## src/rtl/csr_pkg.sv

```systemverilog
// Shared CSR address map, mstatus bit positions, mcause codes and handler state.
// Counter CSR presence is selected in csr_unit by the CSR_COUNTERS_EN macro.
package csr_pkg;

   localparam logic [11:0] CSR_MSTATUS  = 12'h300;
   localparam logic [11:0] CSR_MISA     = 12'h301;
   localparam logic [11:0] CSR_MIE      = 12'h304;
   localparam logic [11:0] CSR_MTVEC    = 12'h305;
   localparam logic [11:0] CSR_MSCRATCH = 12'h340;
   localparam logic [11:0] CSR_MEPC     = 12'h341;
   localparam logic [11:0] CSR_MCAUSE   = 12'h342;
   localparam logic [11:0] CSR_MTVAL    = 12'h343;
   localparam logic [11:0] CSR_MCYCLE   = 12'hB00;
   localparam logic [11:0] CSR_MCYCLEH  = 12'hB80;
   localparam logic [11:0] CSR_MINSTRET = 12'hB02;
   localparam logic [11:0] CSR_MINSTRETH = 12'hB82;
   localparam logic [11:0] CSR_CYCLE    = 12'hC00;
   localparam logic [11:0] CSR_CYCLEH   = 12'hC80;
   localparam logic [11:0] CSR_INSTRET  = 12'hC02;
   localparam logic [11:0] CSR_INSTRETH = 12'hC82;
   localparam logic [11:0] CSR_MHARTID  = 12'hF14;

   localparam int MSTATUS_MIE    = 3;
   localparam int MSTATUS_MPIE   = 7;
   localparam int MSTATUS_MPP_LO = 11;
   localparam int MSTATUS_MPP_HI = 12;

   localparam logic [3:0] CAUSE_ILLEGAL_INSTR = 4'd2;
   localparam logic [3:0] CAUSE_BREAKPOINT    = 4'd3;
   localparam logic [3:0] CAUSE_ECALL_M       = 4'd11;

   typedef enum logic [0:0] {
      ST_RUN     = 1'b0,
      ST_HANDLER = 1'b1
   } csr_state_t;

   // Counter addresses stay mapped even when the counters are compiled out.
   function automatic logic csr_is_mapped(input logic [11:0] addr);
      case (addr)
         CSR_MSTATUS, CSR_MISA, CSR_MIE, CSR_MTVEC, CSR_MSCRATCH,
         CSR_MEPC, CSR_MCAUSE, CSR_MTVAL,
         CSR_MCYCLE, CSR_MCYCLEH, CSR_MINSTRET, CSR_MINSTRETH,
         CSR_CYCLE, CSR_CYCLEH, CSR_INSTRET, CSR_INSTRETH,
         CSR_MHARTID: csr_is_mapped = 1'b1;
         default:     csr_is_mapped = 1'b0;
      endcase
   endfunction

   function automatic logic [31:0] mstatus_pack(input logic mie_bit, input logic mpie_bit);
      logic [31:0] v;
      v = '0;
      v[MSTATUS_MIE]                   = mie_bit;
      v[MSTATUS_MPIE]                  = mpie_bit;
      v[MSTATUS_MPP_HI:MSTATUS_MPP_LO] = 2'b11;
      return v;
   endfunction

endpackage

```

## src/rtl/csr_counter64.sv

```systemverilog
// 64-bit counter built from two 32-bit halves, each independently writable.
// Writes take effect next cycle; a written half does not increment, and a write to the low half suppresses its carry.
import csr_pkg::*;

module csr_counter64 (
   input  logic        clk,
   input  logic        reset,
   input  logic        inc,
   input  logic        wr_lo,
   input  logic        wr_hi,
   input  logic [31:0] wr_data,
   output logic [63:0] count
);

   logic [31:0] lo_q;
   logic [31:0] hi_q;
   logic        lo_carry;

   assign lo_carry = inc & ~wr_lo & (lo_q == 32'hFFFF_FFFF);

   always_ff @(posedge clk) begin
      if (reset) begin
         lo_q <= '0;
         hi_q <= '0;
      end else begin
         if (wr_lo) begin
            lo_q <= wr_data;
         end else if (inc) begin
            lo_q <= lo_q + 32'd1;
         end
         // A high-half write wins over the carry, so that carry is dropped.
         if (wr_hi) begin
            hi_q <= wr_data;
         end else if (lo_carry) begin
            hi_q <= hi_q + 32'd1;
         end
      end
   end

   assign count = {hi_q, lo_q};

endmodule

```

## src/rtl/csr_unit.sv

```systemverilog
// Machine-mode CSR file: combinational reads, writes/traps/mret commit at posedge, no stall path.
// Define CSR_COUNTERS_EN to build mcycle/minstret and their cycle/instret shadows; otherwise they read 0.
import csr_pkg::*;

module csr_unit #(
   parameter logic [31:0] HART_ID   = 32'd0,
   parameter logic [31:0] MISA_VAL  = 32'h4000_0100,
   parameter logic [31:0] MTVEC_RST = 32'h0000_0000
) (
   input  logic        clk,
   input  logic        reset,
   input  logic        csr_valid,
   input  logic [11:0] csr_addr,
   input  logic        csr_we,
   input  logic [31:0] csr_wr_data,
   output logic [31:0] csr_rd_data,
   output logic        csr_illegal,
   input  logic        instr_retire,
   input  logic        trap_req,
   input  logic [3:0]  trap_cause,
   input  logic [31:0] trap_pc,
   input  logic [31:0] trap_val,
   input  logic        mret,
   output logic [31:0] trap_vector,
   output logic [31:0] epc,
   output logic        in_handler,
   output logic        double_trap
);

   csr_state_t  state;
   logic        mstatus_mie;
   logic        mstatus_mpie;
   logic [31:0] mie_reg;
   logic [31:0] mtvec;
   logic [31:0] mscratch;
   logic [31:0] mepc;
   logic [31:0] mcause;
   logic [31:0] mtval;
   logic        double_trap_q;

   logic        mapped;
   logic        wr_commit;
   logic [63:0] mcycle;
   logic [63:0] minstret;
   logic [31:0] rd_data;

   assign mapped      = csr_is_mapped(csr_addr);
   assign csr_illegal = csr_valid & (~mapped | (csr_we & (csr_addr[11:10] == 2'b11)));
   // A trap in the same cycle squashes the instruction's CSR write.
   assign wr_commit   = csr_valid & csr_we & ~csr_illegal & ~trap_req;

`ifdef CSR_COUNTERS_EN
   csr_counter64 u_mcycle (
      .clk     (clk),
      .reset   (reset),
      .inc     (1'b1),
      .wr_lo   (wr_commit && (csr_addr == CSR_MCYCLE)),
      .wr_hi   (wr_commit && (csr_addr == CSR_MCYCLEH)),
      .wr_data (csr_wr_data),
      .count   (mcycle)
   );

   csr_counter64 u_minstret (
      .clk     (clk),
      .reset   (reset),
      .inc     (instr_retire & ~trap_req),
      .wr_lo   (wr_commit && (csr_addr == CSR_MINSTRET)),
      .wr_hi   (wr_commit && (csr_addr == CSR_MINSTRETH)),
      .wr_data (csr_wr_data),
      .count   (minstret)
   );
`else
   logic unused_retire;

   assign unused_retire = instr_retire;
   assign mcycle        = '0;
   assign minstret      = '0;
`endif

   always_comb begin
      rd_data = '0;
      if (csr_valid) begin
         case (csr_addr)
            CSR_MSTATUS:                 rd_data = mstatus_pack(mstatus_mie, mstatus_mpie);
            CSR_MISA:                    rd_data = MISA_VAL;
            CSR_MIE:                     rd_data = mie_reg;
            CSR_MTVEC:                   rd_data = {mtvec[31:2], 2'b00};
            CSR_MSCRATCH:                rd_data = mscratch;
            CSR_MEPC:                    rd_data = {mepc[31:2], 2'b00};
            CSR_MCAUSE:                  rd_data = mcause;
            CSR_MTVAL:                   rd_data = mtval;
            CSR_MCYCLE,   CSR_CYCLE:     rd_data = mcycle[31:0];
            CSR_MCYCLEH,  CSR_CYCLEH:    rd_data = mcycle[63:32];
            CSR_MINSTRET, CSR_INSTRET:   rd_data = minstret[31:0];
            CSR_MINSTRETH, CSR_INSTRETH: rd_data = minstret[63:32];
            CSR_MHARTID:                 rd_data = HART_ID;
            default:                     rd_data = '0;
         endcase
      end
   end

   assign csr_rd_data = rd_data;

   always_ff @(posedge clk) begin
      if (reset) begin
         state         <= ST_RUN;
         mstatus_mie   <= 1'b0;
         mstatus_mpie  <= 1'b0;
         mie_reg       <= '0;
         mtvec         <= MTVEC_RST;
         mscratch      <= '0;
         mepc          <= '0;
         mcause        <= '0;
         mtval         <= '0;
         double_trap_q <= 1'b0;
      end else begin
         if (trap_req) begin
            mepc         <= trap_pc & ~32'd3;
            mcause       <= {28'b0, trap_cause};
            mtval        <= trap_val;
            mstatus_mpie <= mstatus_mie;
            mstatus_mie  <= 1'b0;
            state        <= ST_HANDLER;
            if (state == ST_HANDLER) begin
               double_trap_q <= 1'b1;
            end
         end else begin
            if (mret) begin
               mstatus_mie  <= mstatus_mpie;
               mstatus_mpie <= 1'b1;
               state        <= ST_RUN;
            end else if (wr_commit && (csr_addr == CSR_MSTATUS)) begin
               mstatus_mie  <= csr_wr_data[MSTATUS_MIE];
               mstatus_mpie <= csr_wr_data[MSTATUS_MPIE];
            end
            if (wr_commit && (csr_addr == CSR_MEPC)) begin
               mepc <= csr_wr_data & ~32'd3;
            end
            if (wr_commit && (csr_addr == CSR_MCAUSE)) begin
               mcause <= csr_wr_data;
            end
            if (wr_commit && (csr_addr == CSR_MTVAL)) begin
               mtval <= csr_wr_data;
            end
         end
         if (wr_commit && (csr_addr == CSR_MIE)) begin
            mie_reg <= csr_wr_data;
         end
         if (wr_commit && (csr_addr == CSR_MTVEC)) begin
            mtvec <= csr_wr_data;
         end
         if (wr_commit && (csr_addr == CSR_MSCRATCH)) begin
            mscratch <= csr_wr_data;
         end
      end
   end

   assign trap_vector = mtvec & ~32'd3;
   assign epc         = mepc;
   assign in_handler  = (state == ST_HANDLER);
   assign double_trap = double_trap_q;

endmodule
```

## config.mk

```make
export PLATFORM = sky130hd
export DESIGN_NAME = csr_unit
export DESIGN_NICKNAME = d
export VERILOG_FILES = /design/src/rtl/csr_pkg.sv /design/src/rtl/csr_counter64.sv /design/src/rtl/csr_unit.sv
export SDC_FILE = /design/constraint.sdc
export NUM_CORES = 1
export LEC_CHECK = 0
export BUFFER_PORTS_ARGS = -buffer_cell sky130_fd_sc_hd__buf_2
export CAP_MARGIN = 20
export CORE_ASPECT_RATIO = 1.2
export CORE_MARGIN = 10
export CORE_UTILIZATION = 45
export DETAILED_ROUTE_END_ITERATION = 10
export PLACE_DENSITY = 0.79
export SYNTH_ARGS = -nofsm -noshare
export SYNTH_HDL_FRONTEND = slang
export SYNTH_SLANG_ARGS = --single-unit
```

## constraint.sdc

```tcl
create_clock -name clk -period 4.1 [get_ports clk]
set_input_delay 0 -clock clk [delete_from_list [all_inputs] [get_ports clk]]
set_output_delay 0 -clock clk [all_outputs]
set_load 0.05 [all_outputs]
```

Word level (Yosys, flattened, before mapping) --
Index checks and enable logic that the tools add are counted.
Word-level totals: flip-flop bits (word level) 194, bits of input ports 119
Operators by class: equality and inequality tests 18, multiplexer cells 16, bitwise operators 9, reductions and logical operators 16
Operators with widths (count):
- 32-bit case mux with 8 select lines | 1
- 32-bit 2-to-1 mux | 5
- 12-bit equality test, second input constant | 9
- 12-bit by 10-bit equality test with 1-bit output, second input constant | 8
- 17-bit OR reduction | 1
- 2-bit nonzero test | 5
- 1-bit 2-to-1 mux | 8
- 4-bit 2-to-1 mux | 2
- 1-bit logical AND | 7
- 1-bit AND | 5
- 1-bit NOT | 3
- 3-bit nonzero test | 1
- 2-bit equality test, second input constant | 1
- 2-bit AND reduction | 1
- 2-bit OR reduction | 1
- 1-bit bitwise OR | 1

Longest topological paths before layout --
word-level depth 13, depth in mapped cells 7

Worst setup path before layout --
No wires, ideal clock.
kind input port to output port, from input port csr_addr[5], to output port csr_rd_data[30], arrival time 2.317 ns, setup slack 1.783 ns, stages on the path 7, buffers on the path 3, cell sequence or4_1 buf_4 nor4_4 buf_4 buf_2 nand2_1 a31oi_1
On the way: word-level cells in the longest chain between the ends 3
RTL lines:
- start: declaration | RTL line csr_unit.sv:13 | input logic [11:0] csr_addr,
- 12-bit by 10-bit equality test with 1-bit output | RTL line csr_unit.sv:83 | case (csr_addr)
- 32-bit case mux with 8 select lines * | RTL line csr_unit.sv:83
- 32-bit 2-to-1 mux * | RTL line csr_unit.sv:82 | if (csr_valid) begin
- end: declaration | RTL line csr_unit.sv:16 | output logic [31:0] csr_rd_data,
Every way passes the cells marked *; elsewhere a longest branch is shown, timed or not.

Worst setup path after layout --
from input port csr_addr[5], to output port csr_rd_data[10]
The elaborated chain is that of the path after synthesis.

==> results by group <==
Run status
  – Outcome: finished, final reports clean

Floorplan
  – Row cnt: 59
  – Die Width: 156 um
  – Die ar.: 0.0285 mm^2
  – Die height: 183 um
  – Initial core utilization: 0.459
  – I/O pin total: 218
  – Core ar.: 0.0217 mm^2

Worst setup path
  – R2R depth: 3
  – Worst Setup End Kind: primary output
  – Crit path launch: csr_addr[5]
  – Crit path launch type: input pin
  – Critical path class: in2out
  – Reg-to-reg slack, setup: 2.55 ns
  – Crit Path Max Fanout: 12
  – Worst Path Arrival: 3.14 ns
  – Worst EP required: 4.10 ns
  – R2r startpoint: epc[10]
  – Reg-to-Reg End: epc[10]

Detailed routing
  – Vias per cell: 6.65
  – Drc violations: 0
  – Via Count: 11.7k
  – Final Routed Wirelength: 41.5 mm
  – Routed WL per cell: 23.7 um
  – Initial DRC count: 1504
  – Antenna-violating nets left: 0
  – Drt first pass iters: 8

Global route
  – Vias in the first global route: 11.4k
  – Largest net degree at the start of global routing: 107
  – Global-route wire length before repair: 63.7 mm
  – GRT Overall Usage: 0.276
  – Met2 Track Usage GR: 0.440
  – GRT overflow: 0
  – Met1 Resource Use GR: 0.326
  – Met3 usage: 0.0667
  – Antenna violations before repair: 3
  – Top Usage Layer GRT: met2

Yosys
  – Mapped Avg Cell Area: 8.10 um^2
  – Register area share after synthesis: 0.386
  – Synth area leaders: dfxtp_1 39%, o21ai_0 9.6%, a21oi_1 6.4%
  – Distinct cells, synth: 50
  – Yosys reg bits: 192
  – Primary FF master, synth: dfxtp_1
  – Yosys top cell area share: 0.386
  – Synthesized area: 0.00996 mm^2
  – YS warnings: 0
  – Post-synth EDFFs: 0
  – Synth cell count leaders: 192 x dfxtp_1, 191 x o21ai_0, 127 x a21oi_1, 127 x nand3_1, 115 x clkbuf_1
  – Most common cell in the synthesized netlist: dfxtp_1
  – Mapped Cells: 1230
  – Area leader, netlist: dfxtp_1
  – Ys async rst share: 0

Placement
  – Routability cong.: 0.926
  – Number of placed instances, taps included: 1598
  – Buffers added on ports: 210
  – HPWL after detailed placement: 25.1 mm

Hold path
  – Worst min path class: in2reg
  – WHS Endpoint: mscratch[5]
  – Worst hold path stage count: 2
  – Hold wc startpoint: reset

STA
  – Slew @ Worst Pin: 1.20 ns
  – Final period utilization: 0.765
  – Unrepaired setup endpoints after global routing: no
  – Slew Viols, Final: 0
  – Fmax: 319 MHz
  – Final Hold Fails: 0
  – WHS: 0.185 ns
  – Clk_skew: 0.000129 ns
  – Worst slew margin: 0.194
  – Final min period: 3.14 ns
  – Final setup fails: 0
  – Setup TNS: 0 ns

Clocking
  – Worst-Skew Late Latency: 0.43 ns
  – Sink Count: 192
  – Reg clk slew, reported paths: 0.08 ns
  – CTS Buffer Depth: 2
  – CTS tree: yes
  – Hold buffers post-CTS: 120
  – Number of buffers inserted during clock tree synthesis: 17
  – Post-CTS sizing: 0
  – H-tree depth: 4
  – Root buf cell: clkbuf_16
  – Post-CTS Setup Repair Bufs: 0

Power and ir drop
  – Peak VDD IR: 0.320 mV
  – Power per cell area: 338 mW/mm^2
  – Leakage: 4.80 nW

Finish
  – Final net count: 1582
  – P&R area growth vs syn: 29.4%
  – Proportion of layout cells with a drive suffix above 1: 0.226
  – Non-filler instance count after layout: 1754

Flow run
  – Max Cap Violations: 0
==> stage by stage <==
stage / utilization / power (mW) / instance area [um^2] / setup slack [ns]
after floorplan: - / 2.28 / 9970 / 1.78
after global placement: 0.509 / 2.47 / 11100 / 1.20
after detailed placement: 0.509 / 2.48 / 11100 / 1.19
after CTS: 0.593 / 4.33 / 12900 / 1.17
after global routing: 0.594 / 4.47 / 12900 / 1.00
final: 0.594 / 4.35 / 12900 / 0.965
==> report_power, final <==
group / total [mW] / internal [mW] / switching [mW]
logic: 0.606 / 0.226 / 0.379
clock network: 1.80 / 1.01 / 0.791
registers: 1.94 / 1.91 / 0.0325
total: 4.35 / 3.15 / 1.20
==> cell type report <==
| type | count | area [um^2] |
|---|---|---|
| antenna | 4 | 10.0 |
| clock buffer | 21 | 460 |
| clock inverter | 11 | 166 |
| fill | 1839 | 8810 |
| inverter | 71 | 267 |
| multi-input combinational | 818 | 5250 |
| sequential | 192 | 3840 |
| tap | 274 | 343 |
| timing repair buffer | 363 | 2550 |
==> cell usage in the layout, fill, tap and decap left out, types with 37 or more instances in the layout <==
| cell type | count |
|---|---|
| nand3_1 | 126 |
| a22oi_1 | 42 |
| a41oi_1 | 37 |
| a221oi_1 | 54 |
| dfxtp_1 | 192 |
| dlygate4sd3_1 | 120 |
| a31oi_1 | 58 |
| buf_2 | 208 |
| inv_1 | 71 |
| o21ai_0 | 191 |
| a21oi_1 | 127 |
==> metal layers <==
metal,up-vias,routed length (um)
li1,5132,-
met1,5482,15100
met2,872,19100
met3,181,4710
met4,0,2560
met5,-,0
==> how the worst max path moves through the flow <==
stage                                  to  slack, ns
after floorplan           csr_rd_data[30]       1.78
after global placement     csr_rd_data[8]       1.20
after detailed placement  csr_rd_data[13]       1.19
after CTS                 csr_rd_data[13]       1.17
after global routing       csr_rd_data[8]       1.00
final                     csr_rd_data[10]       0.96
==> logic make-up after synthesis <==
| family | after synthesis | synth area share |
|---|---|---|
| AO/OA/AOI/OAI | 550 | 0.353 |
| buffers and inverters | 223 | 0.0930 |
| flip-flops | 192 | 0.386 |
| multiplexers | 34 | 0.0393 |
| other | 1 | 0.000376 |
| AND/OR/NAND/NOR | 230 | 0.128 |
==> worst max-delay path, stage by stage <==
cell,delay [ns]
buf_2,0.12
or4_1,0.84
nor4_2,1.01
buf_4,0.37
a22oi_1,0.10
a31oi_1,0.33
buf_2,0.35
Note: power is estimated with default switching activity, not from simulation.
